**src/rtl/signed_scan_display.sv**
```systemverilog
// signed_scan_display
//   Converts a signed two's-complement value to sign + BCD with a sequential
//   double-dabble converter, then drives a time-multiplexed 7-segment display.
//   The converter handshakes through load_valid/load_ready. The display
//   register only changes on COMMIT, so scanning never shows a partial result.
//
// Ports
//   clk         system clock, all logic on its rising edge
//   reset       synchronous active-high reset
//   load_valid  request to capture load_data (honoured only while load_ready)
//   load_data   signed value to display, WIDTH bits
//   load_ready  converter idle, a load is accepted on this cycle's edge
//   blank_en    leading-zero blanking enable, applied combinationally
//   seg         active-high segments a..g (bit0..bit6) for the selected position
//   CAT         active-low one-hot position select, bit0 = ones position
//   overflow    committed magnitude does not fit in DIGITS-1 decimal digits
//
// Converter states
//   state  | meaning
//   IDLE   | waiting for load_valid, load_ready high
//   ABS    | split captured value into sign and magnitude, clear BCD
//   SHIFT  | one double-dabble step per cycle, WIDTH cycles
//   COMMIT | copy sign, digits and overflow into the display register

module signed_scan_display #(
  parameter int WIDTH    = 8,
  parameter int DIGITS   = 4,
  parameter int SCAN_DIV = 78125
) (
  input  logic              clk,
  input  logic              reset,
  input  logic              load_valid,
  input  logic [WIDTH-1:0]  load_data,
  output logic              load_ready,
  input  logic              blank_en,
  output logic [6:0]        seg,
  output logic [DIGITS-1:0] CAT,
  output logic              overflow
);

  // Number of decimal digits needed to hold 2**w.
  function automatic int digits_for_pow2(int w);
    longint v;
    int     n;
    v = longint'(1) << w;
    n = 0;
    for (int i = 0; i < 20; i++) begin
      if (v > 0) begin
        v = v / 10;
        n = n + 1;
      end
    end
    return n;
  endfunction

  localparam int ND     = DIGITS - 1;
  localparam int NB_MIN = digits_for_pow2(WIDTH);
  localparam int NB     = (NB_MIN > ND) ? NB_MIN : ND;
  localparam int CW     = $clog2(WIDTH + 1);
  localparam int PW     = (SCAN_DIV > 1) ? $clog2(SCAN_DIV) : 1;
  localparam int IW     = $clog2(DIGITS);

  typedef enum logic [1:0] {
    ST_IDLE,
    ST_ABS,
    ST_SHIFT,
    ST_COMMIT
  } state_t;

  state_t              state;
  logic [WIDTH-1:0]    in_reg;
  logic                sign_reg;
  logic [WIDTH:0]      mag_reg;
  logic [4*NB-1:0]     bcd_reg;
  logic [CW-1:0]       bit_cnt;

  logic                disp_sign;
  logic [4*ND-1:0]     disp_bcd;
  logic                disp_ovf;

  logic [PW-1:0]       pre_cnt;
  logic [IW-1:0]       pos_idx;

  logic [WIDTH-1:0]    abs_mag;
  logic [4*(NB-1)-1:0] bcd_adj_lo;
  logic [4*NB-1:0]     bcd_next;
  logic                ovf_next;

  // The magnitude of the most-negative input, 2**(WIDTH-1), is exact as an
  // unsigned WIDTH-bit value, so plain two's-complement negation suffices.
  always_comb begin
    abs_mag = in_reg[WIDTH-1] ? (~in_reg + WIDTH'(1)) : in_reg;
  end

  // Double-dabble step: add 3 to every digit >= 5, then shift in the next
  // magnitude bit. The top digit never reaches 5 before its final shift
  // because the BCD register holds 2**WIDTH, so it needs no correction and
  // its MSB is always zero going in.
  always_comb begin
    bcd_adj_lo = bcd_reg[4*(NB-1)-1:0];
    for (int i = 0; i < NB - 1; i++) begin
      if (bcd_reg[4*i +: 4] >= 4'd5) begin
        bcd_adj_lo[4*i +: 4] = bcd_reg[4*i +: 4] + 4'd3;
      end
    end
    bcd_next = {bcd_reg[4*NB-2 : 4*(NB-1)], bcd_adj_lo, mag_reg[WIDTH]};
  end

  always_comb begin
    ovf_next = 1'b0;
    for (int i = ND; i < NB; i++) begin
      if (bcd_reg[4*i +: 4] != 4'd0) begin
        ovf_next = 1'b1;
      end
    end
  end

  always_ff @(posedge clk) begin
    if (reset) begin
      state      <= ST_IDLE;
      load_ready <= 1'b1;
      in_reg     <= '0;
      sign_reg   <= 1'b0;
      mag_reg    <= '0;
      bcd_reg    <= '0;
      bit_cnt    <= '0;
      disp_sign  <= 1'b0;
      disp_bcd   <= '0;
      disp_ovf   <= 1'b0;
    end else begin
      case (state)
        ST_IDLE: begin
          if (load_valid) begin
            in_reg     <= load_data;
            load_ready <= 1'b0;
            state      <= ST_ABS;
          end
        end
        ST_ABS: begin
          // Zero is non-negative, so negative zero cannot arise.
          sign_reg <= in_reg[WIDTH-1];
          // Left-aligned so the shift always takes the register MSB.
          mag_reg  <= {abs_mag, 1'b0};
          bcd_reg  <= '0;
          bit_cnt  <= CW'(WIDTH);
          state    <= ST_SHIFT;
        end
        ST_SHIFT: begin
          bcd_reg <= bcd_next;
          mag_reg <= {mag_reg[WIDTH-1:0], 1'b0};
          bit_cnt <= bit_cnt - CW'(1);
          if (bit_cnt == CW'(1)) begin
            state <= ST_COMMIT;
          end
        end
        ST_COMMIT: begin
          disp_sign  <= sign_reg;
          disp_bcd   <= bcd_reg[4*ND-1:0];
          disp_ovf   <= ovf_next;
          load_ready <= 1'b1;
          state      <= ST_IDLE;
        end
        default: begin
          load_ready <= 1'b1;
          state      <= ST_IDLE;
        end
      endcase
    end
  end

  // Position scan, independent of the converter.
  always_ff @(posedge clk) begin
    if (reset) begin
      pre_cnt <= '0;
      pos_idx <= '0;
    end else if (pre_cnt == PW'(SCAN_DIV - 1)) begin
      pre_cnt <= '0;
      pos_idx <= (pos_idx == IW'(DIGITS - 1)) ? '0 : pos_idx + IW'(1);
    end else begin
      pre_cnt <= pre_cnt + PW'(1);
    end
  end

  function automatic logic [6:0] seg_of(logic [3:0] d);
    case (d)
      4'd0:    return 7'h3F;
      4'd1:    return 7'h06;
      4'd2:    return 7'h5B;
      4'd3:    return 7'h4F;
      4'd4:    return 7'h66;
      4'd5:    return 7'h6D;
      4'd6:    return 7'h7D;
      4'd7:    return 7'h07;
      4'd8:    return 7'h7F;
      4'd9:    return 7'h6F;
      default: return 7'h00;
    endcase
  endfunction

  logic [3:0] cur_digit;
  logic       upper_zero;

  always_comb begin
    cur_digit  = 4'd0;
    upper_zero = 1'b1;
    for (int i = 0; i < ND; i++) begin
      if (IW'(i) == pos_idx) begin
        cur_digit = disp_bcd[4*i +: 4];
      end
      // Position is blankable only if it and everything above it are zero.
      if ((IW'(i) >= pos_idx) && (disp_bcd[4*i +: 4] != 4'd0)) begin
        upper_zero = 1'b0;
      end
    end

    CAT = ~(DIGITS'(1) << pos_idx);

    if (disp_ovf) begin
      seg = 7'h40;
    end else if (pos_idx == IW'(DIGITS - 1)) begin
      seg = disp_sign ? 7'h40 : 7'h00;
    end else if (blank_en && (pos_idx != '0) && upper_zero) begin
      seg = 7'h00;
    end else begin
      seg = seg_of(cur_digit);
    end
  end

  assign overflow = disp_ovf;

endmodule

```
**config.mk**
```make
export PLATFORM = sky130hd
export DESIGN_NAME = signed_scan_display
export DESIGN_NICKNAME = d
export VERILOG_FILES = /design/src/rtl/signed_scan_display.sv
export SDC_FILE = /design/constraint.sdc
export NUM_CORES = 1
export LEC_CHECK = 0
export BUFFER_PORTS_ARGS = -buffer_cell sky130_fd_sc_hd__buf_2
export CORE_MARGIN = 2
export CORE_UTILIZATION = 60
export CTS_CLUSTER_SIZE = 24
export DETAILED_ROUTE_END_ITERATION = 8
export HOLD_SLACK_MARGIN = 0.06
export PLACE_DENSITY = 0.87
export SLEW_MARGIN = 20
export SYNTH_ARGS = -nofsm -noshare
export SYNTH_HDL_FRONTEND = slang
export SYNTH_SLANG_ARGS = --single-unit
export TNS_END_PERCENT = 20
```
**constraint.sdc**
```tcl
create_clock -name clk -period 2.6 [get_ports clk]
set_input_delay 0.26 -clock clk [delete_from_list [all_inputs] [get_ports clk]]
set_output_delay 0.26 -clock clk [all_outputs]
set_load 0.03 [all_outputs]
```
==> metrics.md, run 1 <==
| Metric | Value |
|---|---|
| Status | `completed` |
| GRT Residual Overflow | `0` |
| Top Ports | `25` |
| CP Capture Type | `output pin` |
| First drt pass iteration count | `4` |
| H-Tree Depth | `3` |
| FMAX | `roughly 0.39 GHz` |
| Clock transition at path regs | `approximately 0.070 ns` |
| RSZ-0062 raised after global routing | `yes` |
| Layout area overhead | `13.7%` |
| Share of async-settable or async-resettable flops after synthesis | `0%` |
| Most common cell after layout, fill and taps aside | `dfxtp_1` |
| Fin Hold WS | `roughly 0.16 ns` |
| Core Box Area | `between 0.005 and 0.006 mm²` |
| Port bufs | `23` |
| Endpoints failing setup | `0` |
| WL per Instance | `~14 µm` |
| Vias per cell | `roughly 5.7` |
| PwrDens | `around 720 mW/mm²` |
| Multi-input gate area | `0.00202 mm²` |
| Clock buffer depth | `2` |
| Register Area | `0.00137 mm²` |
| GRT Total Usage | `between 20% and 30%` |
| Crit Path Category | `reg2out` |
| CP Max Fanout | `10` |
| Hold_buf cts | `0` |
| Ys flop type | `dfxtp_1` |
| Yosys Warn Count | `0` |
| Max_cap viols | `0` |
| Critical path required time | `between 2 and 2.5 ns` |
| XOR/XNOR Fraction of Synth Area | `6.00%` |
| CTS tree | `yes` |
| Global-route wire length before repair | `11700 µm` |
| Worst Tran Pin Value | `around 0.83 ns` |
| Post-synthesis compound-gate area fraction | `11.8%` |
| Final hold vios | `0` |
| Mapped Avg Cell Area | `8.41 µm²` |
| Die Span X | `roughly 80 µm` |
| CP arrival | `2.28 ns` |
| Synth Area in Simple Gates | `21.3%` |
| Tot Pwr | `around 2.9 mW` |
| Largest net degree at the start of global routing | `45` |
| Tcrit/Tclk final | `97.9%` |
| Proportion of layout cells with a drive suffix above 1 | `15.5%` |
| Rel. slew slack | `44.7%` |
| Leak pwr | `1.54 nW` |
| Synth cell types | `44` |
| Register area share after synthesis | `38.8%` |
| Vert. Die Dim | `80.4 µm` |
| Slowest cell on the critical path | `dfxtp_4` |
| Post-synthesis instance area | `0.00351 mm²` |
| Drc violations | `0` |
| CTS Buf Count | `9` |
| Post-Route WL | `between 7000 and 8000 µm` |
| Slowest stage delay, CP | `0.37 ns` |
| Clock Sinks | `68` |
| Fillers | `432` |
| Tightest Hold Check Type | `in2reg` |
| Final Max Slew Viols | `0` |
| Layout Cells excl Fill | `517` |
| Mux share of post-synthesis cell area | `a little over 8%` |
| Vias | `between 2000 and 3000` |
| Post-synth EDFFs | `0` |
| CP cell instances | `inv_2, ha_4, nand3b_1, a22oi_2, buf_4, ha_4, mux2i_2, a21oi_1, nor2_1, buf_4` |
| Pre-CTS setup slack | `0.0717 ns` |
| Starting Density | `62.9%` |
| Seq cells post-synth | `68` |
| Row Count | `27` |
| GPL Wtd Cong | `slightly above 0.8` |
| Max FFs per register | `17` |
| Post-synthesis adder-cell area fraction | `8.21%` |
| Tmin final | `2.54 ns` |
| Clock latency at the later pin of the worst-skew pair | `0.34 ns` |
| Most frequent cells in the layout | `66 x dfxtp_1, 60 x nor2_1, 39 x a21oi_1, 32 x nand2_1, 25 x mux2i_1` |
| Largest family of logic cells by synthesized area | `simple AND/OR/NAND/NOR gates` |
| Initial DRC count | `170` |
| Max VDD drop | `635 µV` |
| DIE AREA | `about 0.0065 mm²` |
| Synth Net Count | `452` |
| N_diodes | `0` |
| Initial antenna violation count | `0` |
| Final Skew | `0.0106 ns` |
| Hpwl dp | `~4800 µm` |
| NumNets Final | `475` |
| Dpl cells | `496` |
| Setup ws final | `0.0555 ns` |
| Startpoint Class | `flip-flop` |
| Clock root cell | `clkbuf_8` |
| DRT antenna net count | `0` |
| Cells after Synth | `417` |
| Vias in the first global route | `2676` |
-- cell families after synthesis --
logic type / Yosys count
AND/OR/NAND/NOR: 154
AO/OA/AOI/OAI: 70
flip-flops: 68
buffers and inverters: 49
multiplexers: 28
XOR/XNOR: 24
adder cells (fa/ha/maj): 23
other: 1
-- worst max-delay path, delay by kind of cell, from the launching register on --
kind / cells / cell delay [ns]
buffers and inverters: 3 / 0.42
adder cells (fa/ha/maj): 2 / 0.39
flip-flops: 1 / 0.37
AO/OA/AOI/OAI: 2 / 0.35
AND/OR/NAND/NOR: 2 / 0.27
multiplexers: 1 / 0.15
-- power breakdown --
| part | leakage, nW | internal [mW] | switching [mW] |
|---|---|---|---|
| Combinational | 0.888 | 0.278 | 0.497 |
| Sequential | 0.552 | 1.13 | 0.0772 |
| Clock | 0.102 | 0.492 | 0.391 |
-- per-layer routing --
layer,share of wire [%],global-route usage (%),wire (µm)
met5,0,0,0
met4,1.7,7.63,122
met3,5.0,6.74,361
met2,49,40.2,3500
met1,44,27.8,3170
-- cells in the mapped netlist (all sizes together), types with 2 or more instances --
library cell | count | area, µm²
inv | 27 | 101
and3 | 5 | 31.3
nor2 | 60 | 225
nand4 | 5 | 31.3
xor2 | 16 | 140
nor4 | 5 | 46.3
buf | 6 | 38.8
dfxtp | 68 | 1360
xnor2 | 8 | 70.1
nand2b | 6 | 37.5
mux2i | 26 | 260
nor2b | 4 | 25.0
a32oi | 2 | 17.5
ha | 23 | 288
a21oi | 39 | 195
a22oi | 3 | 22.5
nor3 | 5 | 25.0
o31ai | 4 | 30.0
mux2 | 2 | 22.5
clkbuf | 16 | 60.1
a2bb2oi | 2 | 17.5
nor3b | 2 | 15.0
nand3b | 5 | 37.5
nand2 | 32 | 120
o2bb2ai | 2 | 17.5
nand3 | 20 | 100
o21ai | 10 | 50.0
o211ai | 3 | 22.5
-- final cells by class --
type	count	share of cell area, %
inverter	27	2.54
timing repair buffer	34	5.08
sequential	68	34.3
multi-input combinational	300	50.7
clock buffer	12	3.89
tap	72	2.26
clock inverter	4	1.19
-- metrics by stage --
stage | util, % | setup TNS [ns] | area [µm²]
2_1_floorplan | - | 0 | 3510
3_3_place_gp | 65.6 | 0 | 3660
3_5_place_dp | 65.6 | 0 | 3660
4_1_cts | 69.8 | -0.0192 | 3890
5_1_grt | 71.5 | -0.0456 | 3990
6_report | 71.5 | 0 | 3990
-- final timing paths --
check,from,to,slack (ns),depth (start not counted)
worst max-delay path,pos_idx[1],seg[3],0.06,10
worst max register to register,pre_cnt[5],pre_cnt[16],0.55,5
worst min-delay path,load_data[7],in_reg[7],0.16,3
worst min register to register,pre_cnt[0],pre_cnt[0],0.46,1
-- repair_timing --
action | in CTS | in global routing
endpoints found under the setup margin | 7 | 6
buffers inserted | 0 | 5
pin swaps | 0 | 2
gates resized for setup | 8 | 14
Power figures use the tool's default switching activity.
==> run 2: changes to the inputs <==
--- a/config.mk
+++ b/config.mk
@@ -5,6 +5,7 @@
 export SDC_FILE = /design/constraint.sdc
 export NUM_CORES = 1
 export LEC_CHECK = 0
+export ABC_AREA = 1
 export BUFFER_PORTS_ARGS = -buffer_cell sky130_fd_sc_hd__buf_2
 export CORE_MARGIN = 2
 export CORE_UTILIZATION = 60
==> run 2 against run 1 <==
Flip-flop and latch count is the same. Maximum frequency grew 4.9%. Cell count increased by 23%. Combinational power up 45%. Clock power rose by 13%. Design area grew 2.6%. Largest power group unchanged. Highest routed layer unchanged.
==> metrics.md, run 2 <==
| Metric | Value |
|---|---|
| Final Max Slew Viols | `0 (unchanged)` |
| Top Ports | `25 (unchanged)` |
| Vias in the first global route | `3027 (+13%)` |
| Clock root cell | `clkbuf_8` |
| NumNets Final | `591 (+24%)` |
| FMAX | `0.412 GHz (+4.9%)` |
| Worst r2r path cells | `8 (+3)` |
| Die Span X | `82.2 µm (+2.2%)` |
| Fin Hold WS | `0.194 ns (+0.0317 ns)` |
| Hpwl dp | `5440 µm (+13%)` |
| Core Box Area | `0.00592 mm² (+6.2%)` |
| Port bufs | `23 (unchanged)` |
| Tightest Hold Check Type | `in2reg` |
| CTS tree | `yes` |
| GPL Wtd Cong | `0.854 (+5.1%)` |
| Synth Net Count | `570 (+26%)` |
| Register Area | `0.00137 mm² (unchanged)` |
| CP Max Fanout | `6 (-4)` |
| N_diodes | `0 (unchanged)` |
| Endpoints failing setup | `0 (unchanged)` |
| Clock transition at path regs | `0.08 ns (about the same)` |
| GRT Residual Overflow | `0 (unchanged)` |
| Global-route wire length before repair | `13100 µm (+12%)` |
| Clock Sinks | `68 (unchanged)` |
| Vias | `3490 (+18%)` |
| Drc violations | `0 (unchanged)` |
| Layout area overhead | `11.5%` |
| Post-layout util | `69.1% (-2.4 points)` |
| XOR/XNOR Fraction of Synth Area | `0.716% (-5.3 points)` |
| Ys flop type | `dfxtp_1` |
| Synth cell count leaders | `110 x nand2_1, 71 x nor2_1, 68 x dfxtp_1` |
| Mapped Avg Cell Area | `6.86 µm² (-18%)` |
| Post-synthesis instance area | `0.00367 mm² (+4.6%)` |
| Vias per cell | `5.49 (-3.8%)` |
| Synth Area in Simple Gates | `30.7% (+9.4 points)` |
| Largest net degree at the start of global routing | `30 (-33%)` |
| Max_cap viols | `0 (unchanged)` |
| Critical path required time | `2.34 ns (about the same)` |
| Starting Density | `62.0% (-0.93 points)` |
| Dominant cells by area after synthesis | `dfxtp_1 37%, nand2_1 11%, ha_1 7.8%, nor2_1 7.3%, a21oi_1 6.8%` |
| CP arrival | `2.17 ns (-0.11 ns)` |
| Worst Tran Pin Value | `0.612 ns (-0.218 ns)` |
| Initial antenna violation count | `0 (unchanged)` |
| Most frequent cells in the layout | `109 x nand2_1, 71 x nor2_1, 66 x dfxtp_1, 63 x inv_1, 50 x a21oi_1` |
| Leading cell type by number of instances after synthesis | `nand2_1` |
| Clock buffer depth | `2 (unchanged)` |
| Crit Path Category | `reg2out` |
| Synth cell types | `31 (-30%)` |
| GRT Total Usage | `24.8% (+1.5 points)` |
| Clock latency at the later pin of the worst-skew pair | `0.34 ns (about the same)` |
| Share of async-settable or async-resettable flops after synthesis | `0% (unchanged)` |
| Row Count | `28 (+3.7%)` |
| Max VDD drop | `547 µV (-14%)` |
| Final Skew | `0.0108 ns (+0.000117 ns)` |
| Setup total negative slack | `0 ns (unchanged)` |
| Post-Route WL | `7640 µm (+6.7%)` |
| DRT antenna net count | `0 (unchanged)` |
| Cells after Synth | `535 (+28%)` |
| Max FFs per register | `17 (unchanged)` |
| Most common cell after layout, fill and taps aside | `nand2_1` |
| Post-synthesis adder-cell area fraction | `7.84% (-0.36 points)` |
| CTS Buf Count | `9 (unchanged)` |
| Dpl cells | `619 (+25%)` |
| WL per Instance | `12.0 µm (-13%)` |
| Vert. Die Dim | `82.2 µm (+2.2%)` |
| Cell taking the most area after synthesis | `dfxtp_1` |
| Worst Hold Depth | `3 (unchanged)` |
| Tcrit/Tclk final | `93.3% (-4.5 points)` |
| Seq cells post-synth | `68 (unchanged)` |
| Tmin final | `2.43 ns (-0.118 ns)` |
| Fillers | `485 (+12%)` |
| Post-synthesis compound-gate area fraction | `14.4% (+2.6 points)` |
| Startpoint Class | `flip-flop` |
| Proportion of layout cells with a drive suffix above 1 | `12.3% (-3.2 points)` |
| Layout Cells excl Fill | `636 (+23%)` |
| First drt pass iteration count | `6 (+2)` |
| Share of the synthesized area in the top cell type | `37.1% (-1.7 points)` |
| DIE AREA | `0.00676 mm² (+4.4%)` |
| Largest family of logic cells by synthesized area | `simple AND/OR/NAND/NOR gates` |
| Leak pwr | `1.70 nW (+10%)` |
| CP Capture Type | `output pin` |
| PwrDens | `836 mW/mm² (+16%)` |
| Tot Pwr | `3.42 mW (+19%)` |
| H-Tree Depth | `3 (unchanged)` |
| Post-synth EDFFs | `0 (unchanged)` |
| Final hold vios | `0 (unchanged)` |
| Register area share after synthesis | `37.1% (-1.7 points)` |
| Status | `completed` |
| Rel. slew slack | `59.2% (+14 points)` |
| Hold_buf cts | `0 (unchanged)` |
| Register-to-register setup slack | `0.71 ns (+0.16 ns)` |
| Mux share of post-synthesis cell area | `0% (-8.1 points)` |
| Multi-input gate area | `0.00199 mm² (-1.4%)` |
| Yosys Warn Count | `0 (unchanged)` |
| Initial DRC count | `172 (+1.2%)` |
-- run 2: cell types whose count changed after synthesis, moves of 7 or more --
cell      delta
a21oi_1     +11
clkbuf_1     -8
inv_1       +36
inv_2        +7
mux2i_1     -26
nand2_1     +78
nand3_1     +15
nand4_1      +9
nor2_1      +11
o21ai_0     +32
xnor2_1      -7
xor2_1      -14
-- run 2: final cells by class --
| cell class | instances | share of cell area (%) |
|---|---|---|
| multi-input combinational | 382 | 48.7 |
| sequential | 68 | 33.5 |
| clock buffer | 12 | 4.04 |
| tap | 75 | 2.29 |
| timing repair buffer | 25 | 3.39 |
| inverter | 70 | 6.42 |
| clock inverter | 4 | 1.71 |
-- run 2: critical path, stage by stage (launching register included) --
cell and delay, ns:
dfxtp_4 0.37, inv_1 0.11, ha_2 0.25, nand2_1 0.08, nand2_1 0.07, nand3_1 0.06, nand2_1 0.13, ha_1 0.26
nor2_1 0.14, nor2_1 0.07, nor2_1 0.09, buf_2 0.19
-- run 2: per-stage QoR --
step	instance area [µm²]	setup WS, ns
after floorplan	3670	0.321
after global placement	3810	0.447
after detailed placement	3810	0.363
after CTS	4050	0.0646
after global routing	4090	-0.0173
final	4090	0.173
-- run 2: logic make-up after synthesis --
family | count (synthesis)
AO/OA/AOI/OAI | 102
XOR/XNOR | 3
adder cells (fa/ha/maj) | 23
buffers and inverters | 85
flip-flops | 68
other | 1
AND/OR/NAND/NOR | 253
-- run 2: timing repair --
action,in CTS,in global routing
gates cloned,0,0
gates resized for setup,2,12
buffers inserted,0,1
endpoints found under the setup margin,1,5
-- run 2: power breakdown --
part	internal (mW)	switching [mW]	leakage [nW]
Clock	0.615	0.385	0.122
Sequential	1.19	0.102	0.555
Combinational	0.361	0.761	1.03
Total	2.17	1.25	1.70
-- run 2: worst paths after layout --
path,startpoint,endpoint
worst max-delay path,pos_idx[1],seg[3]
worst min register to register,pre_cnt[0],pre_cnt[0]
worst max register to register,state[0],bcd_reg[8]
worst min-delay path,load_data[2],in_reg[2]
-- run 2: routing by layer --
layer | wire length, µm | part of all wire [%] | up-vias | track usage (%)
met2 | 3590 | 47 | 100 | 40.7
li1 | - | - | 1773 | -
met3 | 334 | 4.4 | 21 | 3.15
met5 | 0 | 0 | - | 0
met4 | 183 | 2.4 | 0 | 11.8
met1 | 3530 | 46 | 1596 | 32.2
